## src/rtl/adap_timer_axil_slave.sv

```systemverilog
// ---------------------------------------------------------------------------
// adap_timer_axil_slave
//
// AXI4-Lite responder for the AdapTimer2 register file, plus the down-counter
// that the registers configure.
//
// Register map (byte address, bits [3:2] select, bits [1:0] ignored):
//   0x0 LOAD     reload value for the counter
//   0x4 CTRL     bit0 enable, bit1 auto-reload, remaining bits storage only
//   0x8 SCRATCH0 storage only
//   0xC SCRATCH1 storage only
// Every register is fully read/write and reads back exactly as written.
//
// Ports:
//   S_AXI_ACLK, S_AXI_ARESETN   clock (rising edge), async active-low reset
//   S_AXI_AW*/W*/B*             write address, write data, write response
//   S_AXI_AR*/R*                read address, read data
//   timer_count                 current counter value
//   timer_irq                   one-cycle pulse when the counter reaches 0
// ---------------------------------------------------------------------------
module adap_timer_axil_slave #(
    parameter int C_S_AXI_DATA_WIDTH = 32,
    parameter int C_S_AXI_ADDR_WIDTH = 4
) (
    input  logic                            S_AXI_ACLK,
    input  logic                            S_AXI_ARESETN,
    input  logic [C_S_AXI_ADDR_WIDTH-1:0]   S_AXI_AWADDR,
    input  logic [2:0]                      S_AXI_AWPROT,
    input  logic                            S_AXI_AWVALID,
    output logic                            S_AXI_AWREADY,
    input  logic [C_S_AXI_DATA_WIDTH-1:0]   S_AXI_WDATA,
    input  logic [C_S_AXI_DATA_WIDTH/8-1:0] S_AXI_WSTRB,
    input  logic                            S_AXI_WVALID,
    output logic                            S_AXI_WREADY,
    output logic [1:0]                      S_AXI_BRESP,
    output logic                            S_AXI_BVALID,
    input  logic                            S_AXI_BREADY,
    input  logic [C_S_AXI_ADDR_WIDTH-1:0]   S_AXI_ARADDR,
    input  logic [2:0]                      S_AXI_ARPROT,
    input  logic                            S_AXI_ARVALID,
    output logic                            S_AXI_ARREADY,
    output logic [C_S_AXI_DATA_WIDTH-1:0]   S_AXI_RDATA,
    output logic [1:0]                      S_AXI_RRESP,
    output logic                            S_AXI_RVALID,
    input  logic                            S_AXI_RREADY,
    output logic [C_S_AXI_DATA_WIDTH-1:0]   timer_count,
    output logic                            timer_irq
);

    localparam int DW     = C_S_AXI_DATA_WIDTH;
    localparam int STRB_W = C_S_AXI_DATA_WIDTH / 8;
    localparam logic [DW-1:0] ONE = DW'(1);

    localparam logic [1:0] IDX_LOAD = 2'd0;
    localparam logic [1:0] IDX_CTRL = 2'd1;

    typedef enum logic [0:0] {
        R_IDLE = 1'b0,
        R_DATA = 1'b1
    } rd_state_e;

    // Register file
    logic [3:0][DW-1:0] regs_q, regs_d;

    // Write channel: address and data latches, each with its own flag
    logic              aw_flag_q, aw_flag_d;
    logic [1:0]        aw_idx_q,  aw_idx_d;
    logic              w_flag_q,  w_flag_d;
    logic [DW-1:0]     w_data_q,  w_data_d;
    logic [STRB_W-1:0] w_strb_q,  w_strb_d;
    logic              bvalid_q,  bvalid_d;

    // Read channel
    rd_state_e         rd_state_q, rd_state_d;
    logic [DW-1:0]     rdata_q,    rdata_d;

    // Timer
    logic [DW-1:0]     count_q,   count_d;
    logic              irq_q,     irq_d;
    logic              en_prev_q, en_prev_d;

    // Write-path helpers
    logic              aw_hs, w_hs;
    logic              aw_have, w_have;
    logic [1:0]        wr_idx;
    logic [DW-1:0]     wr_data;
    logic [STRB_W-1:0] wr_strb;

    // Timer helpers
    logic              tmr_en, tmr_auto;

    // PROT and the byte-offset address bits carry no meaning for this block.
    logic unused_ok;
    assign unused_ok = &{1'b0, S_AXI_AWPROT, S_AXI_ARPROT,
                         S_AXI_AWADDR[1:0], S_AXI_ARADDR[1:0]};

    assign S_AXI_AWREADY = !aw_flag_q && !bvalid_q;
    assign S_AXI_WREADY  = !w_flag_q  && !bvalid_q;
    assign S_AXI_BVALID  = bvalid_q;
    assign S_AXI_BRESP   = 2'b00;

    assign S_AXI_ARREADY = (rd_state_q == R_IDLE);
    assign S_AXI_RVALID  = (rd_state_q == R_DATA);
    assign S_AXI_RDATA   = rdata_q;
    assign S_AXI_RRESP   = 2'b00;

    assign timer_count   = count_q;
    assign timer_irq     = irq_q;

    assign aw_hs = S_AXI_AWVALID && S_AXI_AWREADY;
    assign w_hs  = S_AXI_WVALID  && S_AXI_WREADY;

    // -----------------------------------------------------------------------
    // Write channel and register file
    // -----------------------------------------------------------------------
    always_comb begin
        // NOTE: every signal written here gets a default first, so no path
        // leaves one unassigned and no latch is inferred.
        regs_d    = regs_q;
        aw_flag_d = aw_flag_q;
        aw_idx_d  = aw_idx_q;
        w_flag_d  = w_flag_q;
        w_data_d  = w_data_q;
        w_strb_d  = w_strb_q;
        bvalid_d  = bvalid_q;

        // A half that is already latched, or arriving this cycle, counts as
        // present; this lets a same-cycle AW+W commit on the handshake edge.
        aw_have = aw_flag_q || aw_hs;
        w_have  = w_flag_q  || w_hs;
        wr_idx  = aw_flag_q ? aw_idx_q : S_AXI_AWADDR[3:2];
        wr_data = w_flag_q  ? w_data_q : S_AXI_WDATA;
        wr_strb = w_flag_q  ? w_strb_q : S_AXI_WSTRB;

        if (bvalid_q && S_AXI_BREADY) begin
            bvalid_d = 1'b0;
        end

        if (aw_have && w_have) begin
            for (int i = 0; i < STRB_W; i++) begin
                if (wr_strb[i]) begin
                    regs_d[wr_idx][8*i +: 8] = wr_data[8*i +: 8];
                end
            end
            aw_flag_d = 1'b0;
            w_flag_d  = 1'b0;
            bvalid_d  = 1'b1;
        end else begin
            if (aw_hs) begin
                aw_flag_d = 1'b1;
                aw_idx_d  = S_AXI_AWADDR[3:2];
            end
            if (w_hs) begin
                w_flag_d = 1'b1;
                w_data_d = S_AXI_WDATA;
                w_strb_d = S_AXI_WSTRB;
            end
        end
    end

    // -----------------------------------------------------------------------
    // Read channel: data is captured from regs_q on the accepting edge, so a
    // write committing on that same edge is not visible to this read.
    // -----------------------------------------------------------------------
    always_comb begin
        rd_state_d = rd_state_q;
        rdata_d    = rdata_q;
        case (rd_state_q)
            R_IDLE: begin
                if (S_AXI_ARVALID) begin
                    rdata_d    = regs_q[S_AXI_ARADDR[3:2]];
                    rd_state_d = R_DATA;
                end
            end
            R_DATA: begin
                if (S_AXI_RREADY) begin
                    rd_state_d = R_IDLE;
                end
            end
        endcase
    end

    // -----------------------------------------------------------------------
    // Timer: uses the committed LOAD/CTRL values, so a LOAD write only shows
    // up at the next reload and a CTRL write acts one cycle after commit.
    // -----------------------------------------------------------------------
    always_comb begin
        tmr_en    = regs_q[IDX_CTRL][0];
        tmr_auto  = regs_q[IDX_CTRL][1];
        count_d   = count_q;
        irq_d     = 1'b0;
        en_prev_d = tmr_en;

        if (tmr_en) begin
            if (!en_prev_q) begin
                count_d = regs_q[IDX_LOAD];
            end else if (count_q != '0) begin
                count_d = count_q - ONE;
                irq_d   = (count_q == ONE);
            end else if (tmr_auto) begin
                count_d = regs_q[IDX_LOAD];
            end
        end
    end

    // -----------------------------------------------------------------------
    // State registers
    // -----------------------------------------------------------------------
    always_ff @(posedge S_AXI_ACLK or negedge S_AXI_ARESETN) begin
        if (!S_AXI_ARESETN) begin
            // NOTE: the register file is built from flops, not a RAM, so it is
            // reset along with the rest of the state and reads 0 afterwards.
            regs_q     <= '0;
            aw_flag_q  <= 1'b0;
            aw_idx_q   <= '0;
            w_flag_q   <= 1'b0;
            w_data_q   <= '0;
            w_strb_q   <= '0;
            bvalid_q   <= 1'b0;
            rd_state_q <= R_IDLE;
            rdata_q    <= '0;
            count_q    <= '0;
            irq_q      <= 1'b0;
            en_prev_q  <= 1'b0;
        end else begin
            // NOTE: non-blocking assignments, so every flop samples the
            // pre-edge value of every other flop regardless of order.
            regs_q     <= regs_d;
            aw_flag_q  <= aw_flag_d;
            aw_idx_q   <= aw_idx_d;
            w_flag_q   <= w_flag_d;
            w_data_q   <= w_data_d;
            w_strb_q   <= w_strb_d;
            bvalid_q   <= bvalid_d;
            rd_state_q <= rd_state_d;
            rdata_q    <= rdata_d;
            count_q    <= count_d;
            irq_q      <= irq_d;
            en_prev_q  <= en_prev_d;
        end
    end

endmodule

```

## config.mk

```make
export PLATFORM = sky130hd
export DESIGN_NAME = adap_timer_axil_slave
export DESIGN_NICKNAME = d
export VERILOG_FILES = /design/src/rtl/adap_timer_axil_slave.sv
export SDC_FILE = /design/constraint.sdc
export NUM_CORES = 1
export LEC_CHECK = 0
export ABC_AREA = 1
export BUFFER_PORTS_ARGS = -buffer_cell sky130_fd_sc_hd__buf_4
export CORE_AREA = 2 2 186 188
export CTS_CLUSTER_SIZE = 20
export DETAILED_ROUTE_END_ITERATION = 10
export DIE_AREA = 0 0 188 190
export GPL_TIMING_DRIVEN = 1
export PLACE_DENSITY = 0.61
export SYNTH_ARGS = -nofsm -noshare
export SYNTH_HDL_FRONTEND = slang
export SYNTH_SLANG_ARGS = --single-unit
```

## constraint.sdc

```tcl
create_clock -name S_AXI_ACLK -period 1.6 [get_ports S_AXI_ACLK]
set_input_delay 0.08 -clock S_AXI_ACLK [delete_from_list [all_inputs] [get_ports S_AXI_ACLK]]
set_output_delay 0.08 -clock S_AXI_ACLK [all_outputs]
set_load 0.05 [all_outputs]
```

==> results of run 1 <==
[cell usage in the layout (no fill, tap or decap), drive strengths merged]
cell and instances:
bufinv 6, inv 174, nor3b 2, a21oi 63, nor2 127, nand2 433, clkinvlp 1, nor4 1
xnor2 6, dfrtp 236, nand4 6, o211ai 2, o21ai 273, dlygate4sd3 43, ha 3, conb 4
xor2 4, o22ai 1, clkbuf 45, clkinv 4, mux2 2, or2 4, a31oi 32, nand3 56
nand3b 4, nor3 2, o21bai 1, buf 284
[logic make-up (layout without fill, tap and decap cells)]
family	count (synthesis)	count (layout)	share of synthesized area (%)
simple gates	626	635	22.77
compound gates	372	372	16.41
buf+inv	252	557	9.012
flops	236	236	50.52
xor+xnor	10	10	0.7492
fa+ha+maj	3	3	0.3211
mux	2	2	0.1926
other cells	1	4	0.03208
[where the power goes]
part	internal [W]	switching (W)
sequential	0.00891	0.00159
combinational	0.00711	0.0115
clock	0.00426	0.00252
total	0.0203	0.0156
[sequential cells by signal, indices dropped and copies added (netlist names), 2 cells and up]
register / cells
regs_q: 127
S_AXI_RDATA: 32
timer_count: 32
w_data_q: 32
w_strb_q: 4
aw_idx_q: 2
[cell type report]
type / instances / area, um2
inverters: 175 / 665.6
repair buffers: 332 / 3226
clock inverters: 10 / 203.9
multi-input cells: 1026 / 5842
clock buffers: 40 / 764.5
flip-flops and latches: 236 / 5951
fillers: 3096 / 16730
well taps: 455 / 569.3
[critical path: stages (launching register included)]
cell and delay [ps]:
sky130_fd_sc_hd__dfrtp_2 420, sky130_fd_sc_hd__nor2_4 140, sky130_fd_sc_hd__nand2_2 100, sky130_fd_sc_hd__nor2_4 130, sky130_fd_sc_hd__nand3_4 90, sky130_fd_sc_hd__buf_6 130
sky130_fd_sc_hd__o21ai_4 200, sky130_fd_sc_hd__buf_4 160, sky130_fd_sc_hd__buf_6 110, sky130_fd_sc_hd__nand2_1 70, sky130_fd_sc_hd__nand3_1 90, sky130_fd_sc_hd__nand2_1 50
[routing by layer]
layer  track usage [%]  vias to the layer above  part of all wire [%]  wire length [um]
met3             2.693                       76                   4.5              1682
met1             26.57                     5451                    42             15680
li1                  -                     5422                     -                 -
met2             34.77                      301                    50             18580
met4             6.239                        0                   2.9              1075
met5                 0                        -                     0                 0
[metrics by stage]
| stage | hold slack (ps) | setup slack (ps) | area [um2] | power, W |
|---|---|---|---|---|
| final | 12.45 | -182.4 | 17220 | 0.03588 |
| after global routing | 18.69 | -267.5 | 17220 | 0.03816 |
| after CTS | 1.928 | -163.2 | 16480 | 0.03453 |
| after detailed placement | -13.24 | -342.8 | 14200 | 0.02557 |
| after global placement | -16.66 | -309.0 | 14200 | 0.02523 |
| after floorplan | -215.6 | -183.1 | 12000 | 0.01983 |
[path summary, 6_finish.rpt]
kind	start	cells after the start	slack, ps	to
max	timer_count[9]	11	-180	timer_count[10]
min in group S_AXI_ACLK	S_AXI_ARADDR[3]	3	20	S_AXI_RDATA[0]
min reg2reg	en_prev_d	0	430	en_prev_q
min	S_AXI_ARESETN	2	10	w_data_q[27]
max reg2reg	timer_count[9]	11	-180	timer_count[10]
max in group asynchronous	S_AXI_ARESETN	3	910	timer_count[0]
[timing repair]
item	CTS	global route
endpoints found under the hold margin	279	0
cloned	10	9
setup buffers	25	15
pin swaps	53	64
hold buffers	43	0
resized for setup	202	216
endpoints found under the setup margin	161	178
==> impl_metrics.tcl, run 1 <==
set metrics [dict create \
    outcome "finished with violations" \
    violations "negative setup slack" \
    final_antenna_net_count 0 \
    p_leak_nw 8.181 \
    worstPathRequired_ps 2030 \
    die_area_um2 35720 \
    die_width_um 188 \
    die-height_um 190 \
    route.vias.total 11250 \
    placedCellCount 2128 \
    tns_ps -14060 \
    tritoncts_num_sinks 236 \
    grt_overflow_total 0 \
    finalWeightedCongestion 0.8305 \
    gr-usage-all-layers_pct 20.24 \
    achievable-frequency_ghz 0.5611 \
    fin_worst_setup_slack_ps -182.4 \
    synth_edf_count 0 \
    synth_top_cell_area_share_pct 50.52 \
    period_needed_ps 1782 \
    cp_max_fanout 5 \
    end_kind "flip-flop" \
    drive_gt1_share_pct 34.08 \
    yosysWarningCount 0 \
    placement_rows 68 \
    antenna_found_initial 0 \
    layoutNonFillerInstCount 2274 \
    synth_top_cells_by_count "sky130_fd_sc_hd__nand2_1, sky130_fd_sc_hd__o21ai_0, sky130_fd_sc_hd__dfrtp_1" \
    antennaDiodeCount 0 \
    tritoncts.num_buffers 27 \
    root_buffer "sky130_fd_sc_hd__clkbuf_16" \
    clock_latency_ps 540 \
    critical_path.startpoint_type "flip-flop" \
    peak_ir_drop_on_the_vdd_network_uv 1277 \
    clock_tree.buffer_depth 3 \
    synth_async_sr_flop_share_pct 100.0 \
    drtPass1Iterations 5 \
    maxCapViolations 0 \
    grt_start_max_net_pins 65 \
    worst_slew_pin_slew_ps 824.6 \
    finalHoldViolations 0 \
    timing_worst_setup_path_type "flip-flop to flip-flop" \
    cp.arrival_ps 2210 \
    worst_hold_path_type "input port to async pin" \
    post_dr_wirelength_cell_um 16.28 \
    avg_synthesized_cell_area_um2 7.783 \
    maxSlewViolCount 0 \
    synthesis.instances 1502 \
    fin_util_pct 50.73 \
    synth_top_flop_cell "sky130_fd_sc_hd__dfrtp_1" \
    setup_viol 143 \
    synthDistinctLibCells 36 \
    synthMostInstantiatedCell "sky130_fd_sc_hd__nand2_1" \
    design.final.nets 1858 \
    clock-skew-final_ps 14.77 \
    first_global_vias 11200 \
    synth_area_leader_cell "sky130_fd_sc_hd__dfrtp_1" \
    layout_worst_path_cycle_share_pct 111.4 \
    detail_route.wirelength_um 37010 \
    numPortBuffers 116 \
    first_drt_iteration_drcs 829 \
    place.detailed.hpwl_um 24290 \
    synthesis.area_um2 11690 \
    rsz0062_at_grt "yes" \
    ios 131 \
    slew_headroom_pct 44.44 \
    tritoncts "yes" \
    yosys_register_bits 236 \
    area.growth.synth_to_final_pct 47.32 \
    power_density_nw_per_um2 2083 \
    coreArea_um2 33950 \
    grt_first_pass_wirelength_um 58650 \
    synth_top_cells_by_area "sky130_fd_sc_hd__dfrtp_1, sky130_fd_sc_hd__nand2_1, sky130_fd_sc_hd__o21ai_0, sky130_fd_sc_hd__inv_1, sky130_fd_sc_hd__nor2_1" \
    route.detailed.drc 0 \
    clock_transition_time_at_the_flip_flop_clock_pins_of_the_worst_setup_and_hold_paths_ps 60 \
    vias_per_cell 4.947 \
    htree_levels 1 \
    synth_sequential_area_ratio_pct 50.52 \
    start_util_pct 34.44 \
]
No activity file was read; power rests on OpenSTA's default activity.
==> inputs of run 2 (changes only) <==
--- a/config.mk
+++ b/config.mk
@@ -7,10 +7,10 @@
 export LEC_CHECK = 0
 export ABC_AREA = 1
 export BUFFER_PORTS_ARGS = -buffer_cell sky130_fd_sc_hd__buf_4
-export CORE_AREA = 2 2 186 188
+export CORE_AREA = 2 2 178 197
 export CTS_CLUSTER_SIZE = 20
 export DETAILED_ROUTE_END_ITERATION = 10
-export DIE_AREA = 0 0 188 190
+export DIE_AREA = 0 0 180 199
 export GPL_TIMING_DRIVEN = 1
 export PLACE_DENSITY = 0.61
 export SYNTH_ARGS = -nofsm -noshare
==> impl_metrics.tcl, run 2 (synthesis results as in run 1) <==
set metrics [dict create \
    achievable-frequency_ghz 0.5571 \
    clock_transition_time_at_the_flip_flop_clock_pins_of_the_worst_setup_and_hold_paths_ps 70 \
    worst_slew_pin_slew_ps 699.3 \
    route.vias.total 11050 \
    slowest_stage "sky130_fd_sc_hd__dfrtp_2" \
    outcome "finished with violations" \
    start_util_pct 34.54 \
    worstPathRequired_ps 2080 \
    power_density_nw_per_um2 2085 \
    regToRegStartpoint "S_AXI_BVALID" \
    setup_viol 149 \
    maxCapViolations 0 \
    clock-skew-final_ps 19.07 \
    largest_reg_by_ff_count "regs_q" \
    tritoncts "yes" \
    worst-r2r-cell-count 9 \
    antennaDiodeCount 0 \
    rsz0062_at_grt "yes" \
    ios 131 \
    layout_worst_path_cycle_share_pct 112.2 \
    multi_input_area_um2 5713 \
    critical_path.startpoint_type "flip-flop" \
    r2r_setup_slack_ps -200 \
    tritoncts_num_sinks 236 \
    fillers 3158 \
    die-height_um 199 \
    placement_rows 71 \
    violations "negative setup slack" \
    largest_register_ffs 127 \
    most_common_cell_after_layout_fill_and_taps_aside "sky130_fd_sc_hd__nand2_1" \
    antenna_found_initial 0 \
    worst_hold_path_type "input port to async pin" \
    die_area_um2 35820 \
    finalHoldViolations 0 \
    place.detailed.hpwl_um 23970 \
    clock_tree.buffer_depth 3 \
    gr-usage-all-layers_pct 19.81 \
    cell_by_cell_trace_of_the_critical_path "nor3b_4, nor2_4, nor2_4, buf_12, nand2_8, buf_12, nor2_4, nand2_1, nand2_1" \
    numPortBuffers 116 \
    p_leak_nw 8.034 \
    critical_path.most_common_cell "sky130_fd_sc_hd__nor2_4" \
    post_dr_wirelength_cell_um 16.23 \
    grt_start_max_net_pins 73 \
    root_buffer "sky130_fd_sc_hd__clkbuf_16" \
    cpPeakStageDelay_ps 450 \
    period_needed_ps 1795 \
    final_cell_mix "sky130_fd_sc_hd__nand2_1, sky130_fd_sc_hd__buf_4, sky130_fd_sc_hd__dfrtp_1" \
    htree_levels 1 \
    die_width_um 180 \
    vias_per_cell 4.925 \
    placedCellCount 2110 \
    tritoncts.num_buffers 26 \
    first_global_vias 10740 \
    cp_max_fanout 7 \
    grt_overflow_total 0 \
    route.detailed.drc 0 \
    grt_first_pass_wirelength_um 57060 \
    drive_gt1_share_pct 31.40 \
    peak_ir_drop_on_the_vdd_network_uv 1197 \
    critPathTopFamily "simple AND/OR/NAND/NOR gates" \
    first_drt_iteration_drcs 689 \
    finalWeightedCongestion 0.8392 \
    slew_headroom_pct 53.07 \
    fin_worst_setup_slack_ps -195.1 \
    design.final.nets 1847 \
    area.growth.synth_to_final_pct 44.56 \
    maxSlewViolCount 0 \
    clock_latency_ps 540 \
    pre_cts_ws_ps -373.5 \
    coreArea_um2 33850 \
    end_kind "flip-flop" \
    worstReg2RegEnd "regs_q[64]" \
    critPathBufInv 2 \
    timing_worst_setup_path_type "flip-flop to flip-flop" \
    final_antenna_net_count 0 \
    final-seq-area_um2 5951 \
    cp.arrival_ps 2270 \
    detail_route.wirelength_um 36430 \
    layoutNonFillerInstCount 2244 \
    drtPass1Iterations 5 \
]
==> run 2: changes by cell type in the layout (fill, tap and decap cells not counted), moves of 5 or more <==
cell,previous run,this run
sky130_fd_sc_hd__nand2_2,75,40
sky130_fd_sc_hd__buf_4,225,230
sky130_fd_sc_hd__o21ai_0,121,133
sky130_fd_sc_hd__buf_6,22,7
sky130_fd_sc_hd__nand2_1,322,357
sky130_fd_sc_hd__o21ai_2,46,32
sky130_fd_sc_hd__nor2_1,78,72
==> run 2: area by class of cell <==
| class | instances | share of cell area (%) |
|---|---|---|
| clock buffers | 38 | 4.598 |
| clock inverters | 9 | 0.8145 |
| inverters | 175 | 3.924 |
| multi-input cells | 1026 | 33.81 |
| flip-flops and latches | 236 | 35.21 |
| well taps | 438 | 3.243 |
| repair buffers | 322 | 18.40 |
==> run 2: where the power goes <==
| group | switching [W] | leakage, nW | total, W | internal (W) |
|---|---|---|---|---|
| combinational | 0.0113 | 4.80 | 0.0184 | 0.00701 |
| sequential | 0.00155 | 2.79 | 0.0105 | 0.00891 |
| clock | 0.00256 | 0.446 | 0.00642 | 0.00386 |
| total | 0.0155 | 8.03 | 0.0352 | 0.0198 |
==> run 2: how the worst max path moves through the flow <==
stage | from | end | slack [ps] | cells past startpoint
4_1_cts | timer_count[10] | timer_count[30] | -160 | 11
6_report | S_AXI_BVALID | regs_q[64] | -200 | 9
2_1_floorplan | S_AXI_BVALID | regs_q[22] | -180 | 9
5_1_grt | timer_count[11] | timer_count[26] | -270 | 11
3_5_place_dp | timer_count[22] | timer_count[23] | -370 | 9
3_3_place_gp | timer_count[1] | timer_count[25] | -290 | 9
==> run 2: through the flow <==
stage	instance area [um2]	hold slack, ps	setup TNS [ps]	utilization (%)	total power [W]
5_1_grt	16900	41.60	-26720	49.93	0.03751
2_1_floorplan	12000	-215.6	-17420	-	0.01983
3_5_place_dp	14200	-4.834	-23320	41.95	0.02562
3_3_place_gp	14200	-7.080	-19740	41.95	0.02529
6_report	16900	33.25	-13510	49.93	0.03523
4_1_cts	16290	2.220	-8778	48.12	0.03412
==> run 2: timing repair <==
action                                 CTS  global route
endpoints found under the hold margin  276             0
gates resized for setup                162           174
setup endpoints to repair              161           186
pin swaps                               55            50
cloned                                  12             6
hold buffers                            42             0
setup buffers                           20            10
==> run 2: layer usage <==
metal  track usage [%]  up-vias  share of wire (%)
met3             2.508       67                4.1
met4             6.896        0                2.9
met2             35.66      263                 52
met1             24.50     5329                 41
met5                 0        -                  0
li1                  -     5393                  -
==> inputs of run 3 (changes only) <==
--- a/config.mk
+++ b/config.mk
@@ -12,7 +12,7 @@
 export DETAILED_ROUTE_END_ITERATION = 10
 export DIE_AREA = 0 0 180 199
 export GPL_TIMING_DRIVEN = 1
-export PLACE_DENSITY = 0.61
+export PLACE_DENSITY = 0.59
 export SYNTH_ARGS = -nofsm -noshare
 export SYNTH_HDL_FRONTEND = slang
 export SYNTH_SLANG_ARGS = --single-unit
==> constraint.sdc (replaced) <==
create_clock -name S_AXI_ACLK -period 2.2 [get_ports S_AXI_ACLK]
set_input_delay 0.11 -clock S_AXI_ACLK [delete_from_list [all_inputs] [get_ports S_AXI_ACLK]]
set_output_delay 0.11 -clock S_AXI_ACLK [all_outputs]
set_load 0.05 [all_outputs]
==> impl_metrics.tcl, run 3 (synthesis results as in run 1) <==
set metrics [dict create \
    outcome "complete, no violations" \
    cp_max_fanout 16 \
    route.vias.total 10170 \
    pre_cts_ws_ps 84.28 \
    tritoncts "yes" \
    layout_worst_path_cycle_share_pct 94.46 \
    critPathBufInv 1 \
    antennaDiodeCount 0 \
    finalInstanceArea_um2 14520 \
    die_area_um2 35820 \
    cts_resized 0 \
    placement_rows 71 \
    power_density_nw_per_um2 1483 \
    antenna_found_initial 0 \
    route.detailed.drc 0 \
    vias_per_cell 4.787 \
    first_drt_iteration_drcs 775 \
    coreArea_um2 33850 \
    slowest_stage "sky130_fd_sc_hd__dfrtp_1" \
    worstPathRequired_ps 2640 \
    fin_util_pct 42.89 \
    timing_worst_setup_path_type "flip-flop to flip-flop" \
    finalWeightedCongestion 0.8528 \
    crit_cells 8 \
    ios 131 \
    final_antenna_net_count 0 \
    design.final.nets 1731 \
    drtPass1Iterations 5 \
    end_kind "flip-flop" \
    maxCapViolations 0 \
    most_common_cell_after_layout_fill_and_taps_aside "sky130_fd_sc_hd__nand2_1" \
    tritoncts_num_sinks 236 \
    worst_slew_pin_slew_ps 741.4 \
    clock-skew-final_ps 20.85 \
    cpPeakStageDelay_ps 490 \
    tritoncts.num_buffers 27 \
    clock_tree.buffer_depth 3 \
    die-height_um 199 \
    finalHoldViolations 0 \
    clock_latency_ps 540 \
    gr-usage-all-layers_pct 17.77 \
    post_dr_wirelength_cell_um 14.94 \
    critPathTopFamily "simple AND/OR/NAND/NOR gates" \
    rsz0062_at_grt "yes" \
    p_leak_nw 6.964 \
    hold_slack_ps 27.45 \
    period_needed_ps 2078 \
    first_global_vias 9691 \
    setup_viol 0 \
    root_buffer "sky130_fd_sc_hd__clkbuf_16" \
    start_util_pct 34.54 \
    grt_start_max_net_pins 76 \
    largest_register_ffs 127 \
    maxSlewViolCount 0 \
    postPlaceCellArea_um2 13240 \
    largest_reg_by_ff_count "regs_q" \
    htree_levels 1 \
    peak_ir_drop_on_the_vdd_network_uv 850.9 \
    drive_gt1_share_pct 14.77 \
    cp.arrival_ps 2520 \
    grt_overflow_total 0 \
    final_cell_mix "sky130_fd_sc_hd__nand2_1, sky130_fd_sc_hd__o21ai_0, sky130_fd_sc_hd__dfrtp_1" \
    place.detailed.hpwl_um 22870 \
    clock_transition_time_at_the_flip_flop_clock_pins_of_the_worst_setup_and_hold_paths_ps 60 \
    numPortBuffers 116 \
    worst_hold_path_type "input port to flip-flop" \
    slew_headroom_pct 50.05 \
    area.growth.synth_to_final_pct 24.18 \
    min_path_cells 3 \
    critical_path.most_common_cell "sky130_fd_sc_hd__nor2_2" \
    placedCellCount 2036 \
    achievable-frequency_ghz 0.4812 \
    layoutNonFillerInstCount 2124 \
    grt_first_pass_wirelength_um 51910 \
    critical_path.startpoint_type "flip-flop" \
    worst-r2r-cell-count 8 \
    detail_route.wirelength_um 31730 \
    die_width_um 180 \
    cell_by_cell_trace_of_the_critical_path "nor3b_2, nor2_2, nor2_4, nand2_2, nor2_2, buf_4, nand2_1, o21ai_0" \
    fin_worst_setup_slack_ps 121.8 \
]
-- run 3: cell count changes in the layout (fill, tap and decap cells not counted), sizes merged --
cell    before  now
clkinv       3    2
nand2      433  432
clkbuf      43   37
bufinv       3    1
nor2       127  119
inv        176  177
buf        275  172
-- run 3: repair_timing --
item                                   4_1_cts  5_1_grt
setup buffers                                0        2
hold buffers                                42        0
endpoints found under the hold margin      109        0
setup endpoints to repair                    0       31
-- run 3: stage by stage --
step / power [W] / TNS [ps]
finish: 0.02153 / 0
global route: 0.02316 / -330.1
CTS: 0.02171 / 0
detailed placement: 0.01735 / 0
global placement: 0.01712 / 0
floorplan: 0.01398 / 0
-- run 3: report_power, final --
part           switching (W)  total (W)  internal (W)
Combinational        0.00663    0.00973       0.00310
Clock                0.00176    0.00422       0.00246
Sequential           0.00116    0.00758       0.00642
Total                0.00955     0.0215        0.0120
-- run 3: layout make-up --
| cell class | instances | area [um2] |
|---|---|---|
| fill | 3439 | 19330 |
| clock inverter | 7 | 75.07 |
| sequential | 236 | 5907 |
| inverter | 175 | 656.9 |
| timing repair buffer | 214 | 1832 |
| tap | 438 | 548.0 |
| clock buffer | 37 | 743.2 |
| multi-input combinational | 1017 | 4755 |
-- run 3: worst register-to-register path, stage by stage (launching register included) --
cell and delay [ps]:
sky130_fd_sc_hd__dfrtp_1 490, sky130_fd_sc_hd__nor3b_2 310, sky130_fd_sc_hd__nor2_2 120, sky130_fd_sc_hd__nor2_4 260, sky130_fd_sc_hd__nand2_2 290, sky130_fd_sc_hd__nor2_2 150, sky130_fd_sc_hd__buf_4 200, sky130_fd_sc_hd__nand2_1 70
sky130_fd_sc_hd__o21ai_0 100
-- run 3: worst paths after layout --
| path | endpoint | slack, ps | start |
|---|---|---|---|
| setup / recovery | regs_q[26] | 120 | aw_flag_q |
| hold / removal | aw_flag_q | 30 | S_AXI_WVALID |
| setup reg to reg | regs_q[26] | 120 | aw_flag_q |
| hold reg to reg | en_prev_q | 430 | en_prev_d |
| max in group asynchronous | S_AXI_RDATA[17] | 1310 | S_AXI_ARESETN |
| min in group asynchronous | regs_q[101] | 160 | S_AXI_ARESETN |
-- run 3: per-layer routing --
metal | global-route usage, % | share of wire [%]
met2 | 29.08 | 46
met4 | 4.577 | 2.0
met3 | 2.380 | 4.2
met1 | 24.90 | 48
met5 | 0 | 0
